**src/rtl/icache_fetch_if.sv**
```systemverilog
`default_nettype none
//------------------------------------------------------------------------------
// Module      : icache_fetch_if
// Description : Fetch-stage bundle: pipeline control, IF/ID outputs, refill bus.
// Revision    : 1.0
//------------------------------------------------------------------------------
interface icache_fetch_if;
    logic        STALL;
    logic        BRANCH;
    logic [31:0] BRANCH_TARGET;
    logic [31:0] PC;
    logic [31:0] INSTRUCTION;
    logic        HIT;
    logic        MEM_REQ;
    logic [31:0] MEM_ADDR;
    logic [31:0] MEM_DATA;
    logic        MEM_VALID;

    modport master (
        input  STALL, BRANCH, BRANCH_TARGET, MEM_DATA, MEM_VALID,
        output PC, INSTRUCTION, HIT, MEM_REQ, MEM_ADDR
    );

    modport slave (
        output STALL, BRANCH, BRANCH_TARGET, MEM_DATA, MEM_VALID,
        input  PC, INSTRUCTION, HIT, MEM_REQ, MEM_ADDR
    );
endinterface
`default_nettype wire

```
**src/rtl/icache_fetch.sv**
```systemverilog
`default_nettype none
//------------------------------------------------------------------------------
// Module      : icache_fetch
// Description : PC owner with direct-mapped I-cache and word-serial refill.
// Revision    : 1.0
//------------------------------------------------------------------------------
module icache_fetch #(
    parameter int          LINES    = 16,
    parameter int          WORDS    = 4,
    parameter logic [31:0] RESET_PC = 32'h0000_0000
) (
    input  wire logic      clk,
    input  wire logic      rst_n,
    icache_fetch_if.master bus
);
    localparam int c_WW = $clog2(WORDS);
    localparam int c_LW = $clog2(LINES);
    localparam int c_OB = 2 + c_WW;
    localparam int c_TB = c_OB + c_LW;
    localparam int c_TW = 32 - c_TB;
    localparam logic [c_WW-1:0] c_LAST = c_WW'(WORDS - 1);

    typedef enum logic [0:0] {
        S_LOOKUP = 1'b0,
        S_REFILL = 1'b1
    } state_t;

    state_t           r_state;
    logic [31:0]      r_pc;
    logic [31:0]      r_mem_addr;
    logic [31:0]      r_pend_target;
    logic             r_pend;
    logic             r_mem_req;
    logic [c_WW-1:0]  r_cnt;
    logic [LINES-1:0] r_valid;
    logic [c_TW-1:0]  r_tag  [LINES];
    logic [31:0]      r_data [LINES][WORDS];

    logic [c_WW-1:0]  w_word;
    logic [c_LW-1:0]  w_idx;
    logic [c_TW-1:0]  w_tag;
    logic [31:0]      w_target;
    logic [31:0]      w_line_base;
    logic             w_resident;
    logic             w_beat;
    logic             w_last;

    assign w_word      = r_pc[c_OB-1:2];
    assign w_idx       = r_pc[c_TB-1:c_OB];
    assign w_tag       = r_pc[31:c_TB];
    assign w_target    = bus.BRANCH_TARGET & 32'hFFFF_FFFC;
    assign w_line_base = {r_pc[31:c_OB], {c_OB{1'b0}}};
    assign w_resident  = r_valid[w_idx] && (r_tag[w_idx] == w_tag);
    assign w_beat      = (r_state == S_REFILL) && bus.MEM_VALID;
    assign w_last      = w_beat && (r_cnt == c_LAST);

    assign bus.PC          = r_pc;
    assign bus.HIT         = (r_state == S_LOOKUP) && w_resident;
    assign bus.INSTRUCTION = r_data[w_idx][w_word];
    assign bus.MEM_REQ     = r_mem_req;
    assign bus.MEM_ADDR    = r_mem_addr;

    always_ff @(posedge clk or negedge rst_n) begin
        if (!rst_n) begin
            r_state       <= S_LOOKUP;
            r_pc          <= RESET_PC;
            r_mem_addr    <= '0;
            r_pend_target <= '0;
            r_pend        <= 1'b0;
            r_mem_req     <= 1'b0;
            r_cnt         <= '0;
            r_valid       <= '0;
        end else begin
            case (r_state)
                S_LOOKUP: begin
                    if (bus.BRANCH) begin
                        r_pc <= w_target;
                    end else if (w_resident) begin
                        if (!bus.STALL) begin
                            r_pc <= r_pc + 32'd4;
                        end
                    end else begin
                        r_state    <= S_REFILL;
                        r_cnt      <= '0;
                        r_mem_req  <= 1'b1;
                        r_mem_addr <= w_line_base;
                    end
                end
                S_REFILL: begin
                    // Redirects are parked until the line is complete; newest wins.
                    if (bus.BRANCH) begin
                        r_pend        <= 1'b1;
                        r_pend_target <= w_target;
                    end
                    if (w_beat) begin
                        if (r_cnt == c_LAST) begin
                            r_valid[w_idx] <= 1'b1;
                            r_state        <= S_LOOKUP;
                            r_mem_req      <= 1'b0;
                            r_cnt          <= '0;
                            if (bus.BRANCH) begin
                                r_pc   <= w_target;
                                r_pend <= 1'b0;
                            end else if (r_pend) begin
                                r_pc   <= r_pend_target;
                                r_pend <= 1'b0;
                            end
                        end else begin
                            r_cnt      <= r_cnt + 1'b1;
                            r_mem_addr <= r_mem_addr + 32'd4;
                        end
                    end
                end
                default: r_state <= S_LOOKUP;
            endcase
        end
    end

    // Arrays carry no reset; only the valid bits decide residency.
    always_ff @(posedge clk) begin
        if (w_beat) begin
            r_data[w_idx][r_cnt] <= bus.MEM_DATA;
        end
        if (w_last) begin
            r_tag[w_idx] <= w_tag;
        end
    end
endmodule
`default_nettype wire

```
**src/flat_wrapper.sv**
```systemverilog
// flat-port wrapper written by rule: the top's interface ports become plain ports
module icache_fetch_flat 
#(
    parameter int          LINES    = 16,
    parameter int          WORDS    = 4,
    parameter logic [31:0] RESET_PC = 32'h0000_0000
)
  (clk, rst_n, bus_STALL, bus_BRANCH, bus_BRANCH_TARGET, bus_MEM_DATA, bus_MEM_VALID, bus_PC, bus_INSTRUCTION, bus_HIT, bus_MEM_REQ, bus_MEM_ADDR);
  icache_fetch_if bus_i ();
  input  wire logic clk;
  input  wire logic rst_n;
  input wire logic [$bits(bus_i.STALL)-1:0] bus_STALL;
  input wire logic [$bits(bus_i.BRANCH)-1:0] bus_BRANCH;
  input wire logic [$bits(bus_i.BRANCH_TARGET)-1:0] bus_BRANCH_TARGET;
  input wire logic [$bits(bus_i.MEM_DATA)-1:0] bus_MEM_DATA;
  input wire logic [$bits(bus_i.MEM_VALID)-1:0] bus_MEM_VALID;
  output wire logic [$bits(bus_i.PC)-1:0] bus_PC;
  output wire logic [$bits(bus_i.INSTRUCTION)-1:0] bus_INSTRUCTION;
  output wire logic [$bits(bus_i.HIT)-1:0] bus_HIT;
  output wire logic [$bits(bus_i.MEM_REQ)-1:0] bus_MEM_REQ;
  output wire logic [$bits(bus_i.MEM_ADDR)-1:0] bus_MEM_ADDR;
  assign bus_i.STALL = bus_STALL;
  assign bus_i.BRANCH = bus_BRANCH;
  assign bus_i.BRANCH_TARGET = bus_BRANCH_TARGET;
  assign bus_i.MEM_DATA = bus_MEM_DATA;
  assign bus_i.MEM_VALID = bus_MEM_VALID;
  assign bus_PC = bus_i.PC;
  assign bus_INSTRUCTION = bus_i.INSTRUCTION;
  assign bus_HIT = bus_i.HIT;
  assign bus_MEM_REQ = bus_i.MEM_REQ;
  assign bus_MEM_ADDR = bus_i.MEM_ADDR;
  icache_fetch #(.LINES(LINES), .WORDS(WORDS), .RESET_PC(RESET_PC)) u_core (.clk(clk), .rst_n(rst_n), .bus(bus_i));
endmodule
```
**config.mk**
```make
export PLATFORM = sky130hd
export DESIGN_NAME = icache_fetch_flat
export DESIGN_NICKNAME = d
export VERILOG_FILES = /design/src/rtl/icache_fetch_if.sv /design/src/rtl/icache_fetch.sv /design/src/flat_wrapper.sv
export SDC_FILE = /design/constraint.sdc
export NUM_CORES = 2
export LEC_CHECK = 0
export CAP_MARGIN = 20
export CORE_UTILIZATION = 58
export DETAILED_ROUTE_END_ITERATION = 8
export GPL_TIMING_DRIVEN = 0
export PLACE_DENSITY = 0.71
export SYNTH_ARGS = -nofsm -noshare
export SYNTH_HDL_FRONTEND = slang
export SYNTH_SLANG_ARGS = --single-unit
```
**constraint.sdc**
```tcl
create_clock -name clk -period 6.75 [get_ports clk]
set_input_delay 1.35 -clock clk [delete_from_list [all_inputs] [get_ports clk]]
set_output_delay 1.35 -clock clk [all_outputs]
set_load 0.02 [all_outputs]
```
# [Word level (Yosys, flattened, before mapping)]
# Memory sizes are Yosys's and may differ from the RTL's.
# Cells that the tools add are included.
[classes] addsub=3 n_eq_ne=10 n_lt_le_gt_ge=5 n_mux=46 reduce_logical=12 n_bitwise=4
[ops] operator="two-way mux 32 bit" count=14
[ops] operator="two-way mux 128 bit" count=1
[ops] operator="one-hot mux 32 bit (2 select lines)" count=2
[ops] operator="adder 32 x 3 -> 32 bit (second input constant)" count=2
[ops] operator="binary-select mux 32 bit (select 2 bit)" count=1
[ops] operator="demux 32 bit (select 2 bit)" count=1
[ops] operator="== test 24 bit" count=1
[ops] operator="two-way mux 1 bit" count=18
[ops] operator="bitwise OR 16 bit" count=1
[ops] operator="inequality test 2 bit (second input constant)" count=5
[ops] operator="two-way mux 2 bit" count=4
[ops] operator="AND reduction 4 bit" count=2
[ops] operator="greater-or-equal comparator 3 bit (second input constant)" count=2
[ops] operator="logical AND 1 bit" count=6
[ops] operator="inequality test 3 bit (second input constant)" count=2
[ops] operator="inverter 2 -> 3 bit" count=2
[ops] operator="AND reduction 3 bit" count=2
[ops] operator="less-than comparator 4 x 5 -> 1 bit (second input constant)" count=1
[ops] operator="AND reduction 5 bit" count=1
[ops] operator="binary-select mux 1 bit (select 4 bit)" count=1
[ops] operator="demux 1 bit (select 4 bit)" count=1
[ops] operator="greater-or-equal comparator 4 x 1 -> 1 bit (second input constant)" count=1
[ops] operator="one-hot mux 1 bit (2 select lines)" count=2
[ops] operator="one-hot mux 2 bit (2 select lines)" count=1
[ops] operator="6 further kinds" count=6
[totals] word_cells=90 out_inout_bits=98 ramBits=2432 regBits=115 memories=2 in_bits=69
[memory_table] memory="u_core.r_data" depth=16 word_bits=128 read_ports=1 rd_clocked_by_memory_dff=0 write_ports=1 line_no="icache_fetch.sv:37" source="logic [31:0] r_data [LINES][WORDS];"
[memory_table] memory="u_core.r_tag" depth=16 word_bits=24 read_ports=1 rd_clocked_by_memory_dff=0 write_ports=1 line_no="icache_fetch.sv:36" source="logic [c_TW-1:0] r_tag [LINES];"

# [Depth between registers and ports, before layout]
[depth] word_depth=6 mapped_depth=16 mapped_depth_nobuf=10

# [Least setup slack after synthesis]
# No wires, ideal clock.
[synth_timing] path_kind="flip-flop to flip-flop" start="register u_core.r_pc[5], in the netlist u_core.bus.PC[5]" end="memory u_core.r_data[14][0] in the netlist's numbering, enable pin" n_path_buf=7 required_time_ns=6.279 path_slack_ns=1.291 arrival_ns=4.988 path_stages_with_launch=12 cell_sequence="dfrtp_1 -> buf_2 -> buf_4 -> buf_2 -> buf_2 -> clkbuf_1 -> clkbuf_1 -> clkbuf_1 -> inv_1 -> nor2_1 -> nand2_1 -> nor2_1"
[synth_lines] item="start, declared" line_no="icache_fetch.sv:29" source="logic [31:0] r_pc;"
[synth_lines] item="start signal, assigned" line_no="icache_fetch.sv:77" source="r_pc <= w_target;"
[synth_lines] item="start signal, assigned" line_no="icache_fetch.sv:80" source="r_pc <= r_pc + 32'd4;"
[synth_lines] item="start signal, assigned" line_no="icache_fetch.sv:102" source="r_pc <= w_target;"
[synth_lines] item="end, declared" line_no="icache_fetch.sv:37"
# No word-level cell before the write port.

# [Final worst setup path]
[layout_timing] start="register u_core.r_pc[5], in the netlist u_core.bus.PC[5]" end="output port bus_INSTRUCTION[22]"
[layout_via] elab_chain_len=4
[layout_rtl] item="memory read (16 x 128 bit)"
[layout_rtl] item="binary-select mux 32 bit (select 2 bit)" line_no="icache_fetch.sv:59" source="assign bus.INSTRUCTION = r_data[w_idx][w_word];"
[layout_rtl] item="two-way mux 32 bit (implied by the code) (2 in a row)" line_no="icache_fetch.sv:59"
[layout_rtl] item="end, declared" line_no="flat_wrapper.sv:18" source="output wire logic [$bits(bus_i.INSTRUCTION)-1:0] bus_INSTRUCTION;"
# Every way passes these cells. The select of a mux whose other input is x is not followed.

==> results.yml <==
grt:
  antenna_found_initial: 24
  track_usage_pct: 33.0
  first_global_vias: 50900
  grt_max_degree: 65
  grt_overflow_total: 0
  grt_pass1_wl_mm: 392
yosys:
  synth-main-ff-cell: "edfxtp_1"
  synth_edf_count: 2432
  synth_top_area_share_pct: 73.4
  synth.ff_latch_count: 2543
  netlist_area_sq_um: 99400
  syn_inst: 4410
  async_flop_share_pct: 4.36
  synth_top_area_cell: "edfxtp_1"
  ys_seq_area_share_pct: 76.2
  avgSynthCellArea_sq_um: 22.5
  synth_area_leaders: "edfxtp_1 73%, mux4_2 17%, dfrtp_1 2.8%, mux2i_1 0.77%, clkbuf_1 0.58%"
  yosysWarningCount: 0
  yosysUniqueCellTypes: 84
die:
  die_h_um: 416
  initial_utilization_pct: 58.5
  die_w_um: 416
  ioPinCount: 167
  die-area_sq_um: 173000
  rows: 151
  coreArea_sq_um: 170000
setup_path:
  critical_path_class: "reg -> out"
  cpMaxStageDelayCell: "mux4_2"
  arrival_ps: 5420
  crit_path_end_kind: "primary output"
  critPathMaxStageDelay_ps: 640
  required_ps: 5400
  crit_chain: "buf_2 -> buf_4 -> buf_6 -> buf_6 -> clkbuf_4 -> clkbuf_2 -> mux4_2 -> mux4_2 -> mux4_2 -> dlygate4sd2_1"
  path_common_cell: "mux4_2"
  worstSetupStartpointType: "flip-flop"
  worstPathMaxFanout: 10
place:
  place_ws_ps: -1130
  dp.final_hpwl_mm: 184
  portBuffers: 159
  post_dp_cell_area_sq_um: 107000
  place_inst: 6927
  gp_congestion: 0.936
cells_and_area:
  area_delta_synth_final_pct: 16.3
  final_layout_size_suffix_gt1_share_pct: 31.2
  final_cells: 7391
  postLayoutCoreUtil_pct: 68.1
  fin_area_sq_um: 116000
  fin_nets: 5033
  n_fill_cell: 10300
clocking:
  cts_tree: "yes"
  clock_latency_ps: 900
  numClockSinks: 2543
  cts_root_buffer: "clkbuf_16"
  h-tree-depth: 4
  clockBufferDepth: 3
  hold_buffers: 0
  numCtsBuffers: 240
  clkTransAtPathRegs_ps: 60
sta:
  tns_ps: -22.5
  slew_headroom_pct: 21.4
  clock.fmax_mhz: 148
  fin_ws_ps: -22.5
  setup_viol: 1
  hold_viol_final: 0
  tightest_slew_ps: 1180
  holdWs_ps: 442
  rsz0062_at_grt: "false"
  maxSlewViolCount: 0
  fin_crit_sh_pct: 100
  clock_skew_ps: 56.1
  min_period_ps: 6770
min_path:
  hp-class: "in -> async"
drt:
  drc_errors: 0
  drt_first_pass_iters: 6
  vias: 51800
  drtIter0Drc: 7834
  viasPerCell: 7.00
  drtAntennaViolNets: 0
  finalWirelength_mm: 282
  wire_per_inst_um: 38.2
pwr:
  power_mw: 48.9
  powerDensity_nw_per_um2: 423
  power_leakage_nw: 37.0
  ir_worst_vdd_v: 0.000318
job:
  maxCapViolCount: 0
status:
  status: "complete, but fails checks"
  violations: "setup timing"
==> kinds of logic (layout without fill, tap and decap cells) <==
| logic type | after synthesis | count (layout) | share of synthesized area (%) |
|---|---|---|---|
| AOI/OAI and AO/OA | 257 | 257 | 1.94 |
| xor gates and xnor gates | 35 | 35 | 0.308 |
| adders and majority gates | 6 | 6 | 0.0755 |
| buffers and inverters | 280 | 1029 | 1.23 |
| DFF | 2543 | 2543 | 76.2 |
| muxes | 861 | 861 | 18.1 |
| other | 1 | 15 | 0.00377 |
| and+or+nand+nor | 427 | 427 | 2.10 |
==> power breakdown <==
group / leakage [nW] / total, mW / internal [mW] / switching, mW
logic: 9.83 / 16.1 / 6.82 / 9.32
clock network: 3.92 / 13.8 / 7.82 / 5.99
registers: 23.3 / 19.0 / 18.2 / 0.750
total: 37.0 / 48.9 / 32.9 / 16.1
==> area by class of cell <==
class / count / area (sq um) / area share (%)
repair buffers: 303 / 4270 / 3.69
clock buffers: 293 / 6270 / 5.42
flip-flops and latches: 2543 / 75800 / 65.5
plain buffers: 258 / 1690 / 1.46
clock inverters: 153 / 1810 / 1.57
diodes: 11 / 27.5 / 0.0238
multi-input cells: 1590 / 23000 / 19.8
well taps: 2218 / 2780 / 2.40
inverters: 22 / 82.6 / 0.0714
==> layer usage <==
layer	track usage, %	vias up	routed length (um)
met1	45.5	27500	103000
met3	6.93	637	30700
li1	-	19900	-
met2	51.8	3658	136000
met4	14.0	14	13400
met5	0	-	99
==> sequential cells by signal (all words and copies together), names as in the netlist <==
register and count:
u_core.bus.MEM_ADDR 30, u_core.r_pend_target 30, u_core.r_state 1, u_core.bus.MEM_REQ 1
u_core.r_pend 1, u_core.r_data 2048, u_core.bus.PC 30, u_core.r_cnt 2
u_core.r_valid 16, u_core.r_tag 384
==> cell usage in the layout, fill, tap and decap left out, types with 49 or more instances in the layout <==
| cell | Yosys | final |
|---|---|---|
| buf_12 | 0 | 103 |
| dfrtp_1 | 111 | 111 |
| clkbuf_1 | 154 | 120 |
| mux2i_1 | 76 | 75 |
| nor2_1 | 128 | 64 |
| clkinv_2 | 0 | 49 |
| buf_2 | 27 | 59 |
| edfxtp_1 | 2432 | 2432 |
| clkdlybuf4s50_1 | 0 | 94 |
| clkbuf_16 | 0 | 244 |
| nor2_4 | 0 | 64 |
| mux4_2 | 746 | 746 |
| nand2_1 | 111 | 111 |
==> worst max-delay path: cells and delay by family (launching register included) <==
family | cells | cell delay, ps
buf+inv | 7 | 2310
flops | 1 | 470
mux | 3 | 1700
==> path summary, 6_finish.rpt <==
| check | startpoint | end | slack (ps) | cells after the start |
|---|---|---|---|---|
| min in group clk | u_core.r_valid[2] | u_core.r_valid[2] | 470 | 1 |
| min reg2reg | u_core.r_valid[2] | u_core.r_valid[2] | 470 | 1 |
| max | u_core.bus.PC[5] | bus_INSTRUCTION[22] | -20 | 10 |
| max in group asynchronous | rst_n | u_core.bus.PC[10] | 5550 | 2 |
| min | rst_n | u_core.bus.MEM_ADDR[2] | 440 | 1 |
| max reg2reg | u_core.bus.PC[5] | u_core.r_data[6][5] | 1510 | 15 |
==> cell usage after synthesis (all sizes together) (6+ instances only) <==
library cell  number
nand3             45
nand2b             6
or2               23
o22a               7
a221o              8
o21ai             48
ha                 6
a22o               6
nand2            111
nor4              16
xor2              10
o22ai              7
a32o               9
and2              13
inv               20
and3              19
a221oi             9
mux2i             76
buf              104
nor2b              6
dfrtp            111
o221a             11
nand4             18
nor3              24
a211oi            11
a21oi             34
nor2             128
edfxtp          2432
a22oi             33
o21a               6
a32oi              7
mux2              39
xnor2             25
clkbuf           154
mux4             746
==> timing repair <==
item / CTS / global route
pin swaps: 0 / 0
setup endpoints to repair: 33 / 5
setup buffers: 1 / 0
gates resized for setup: 353 / 11
(Power assumes the default switching activity.)
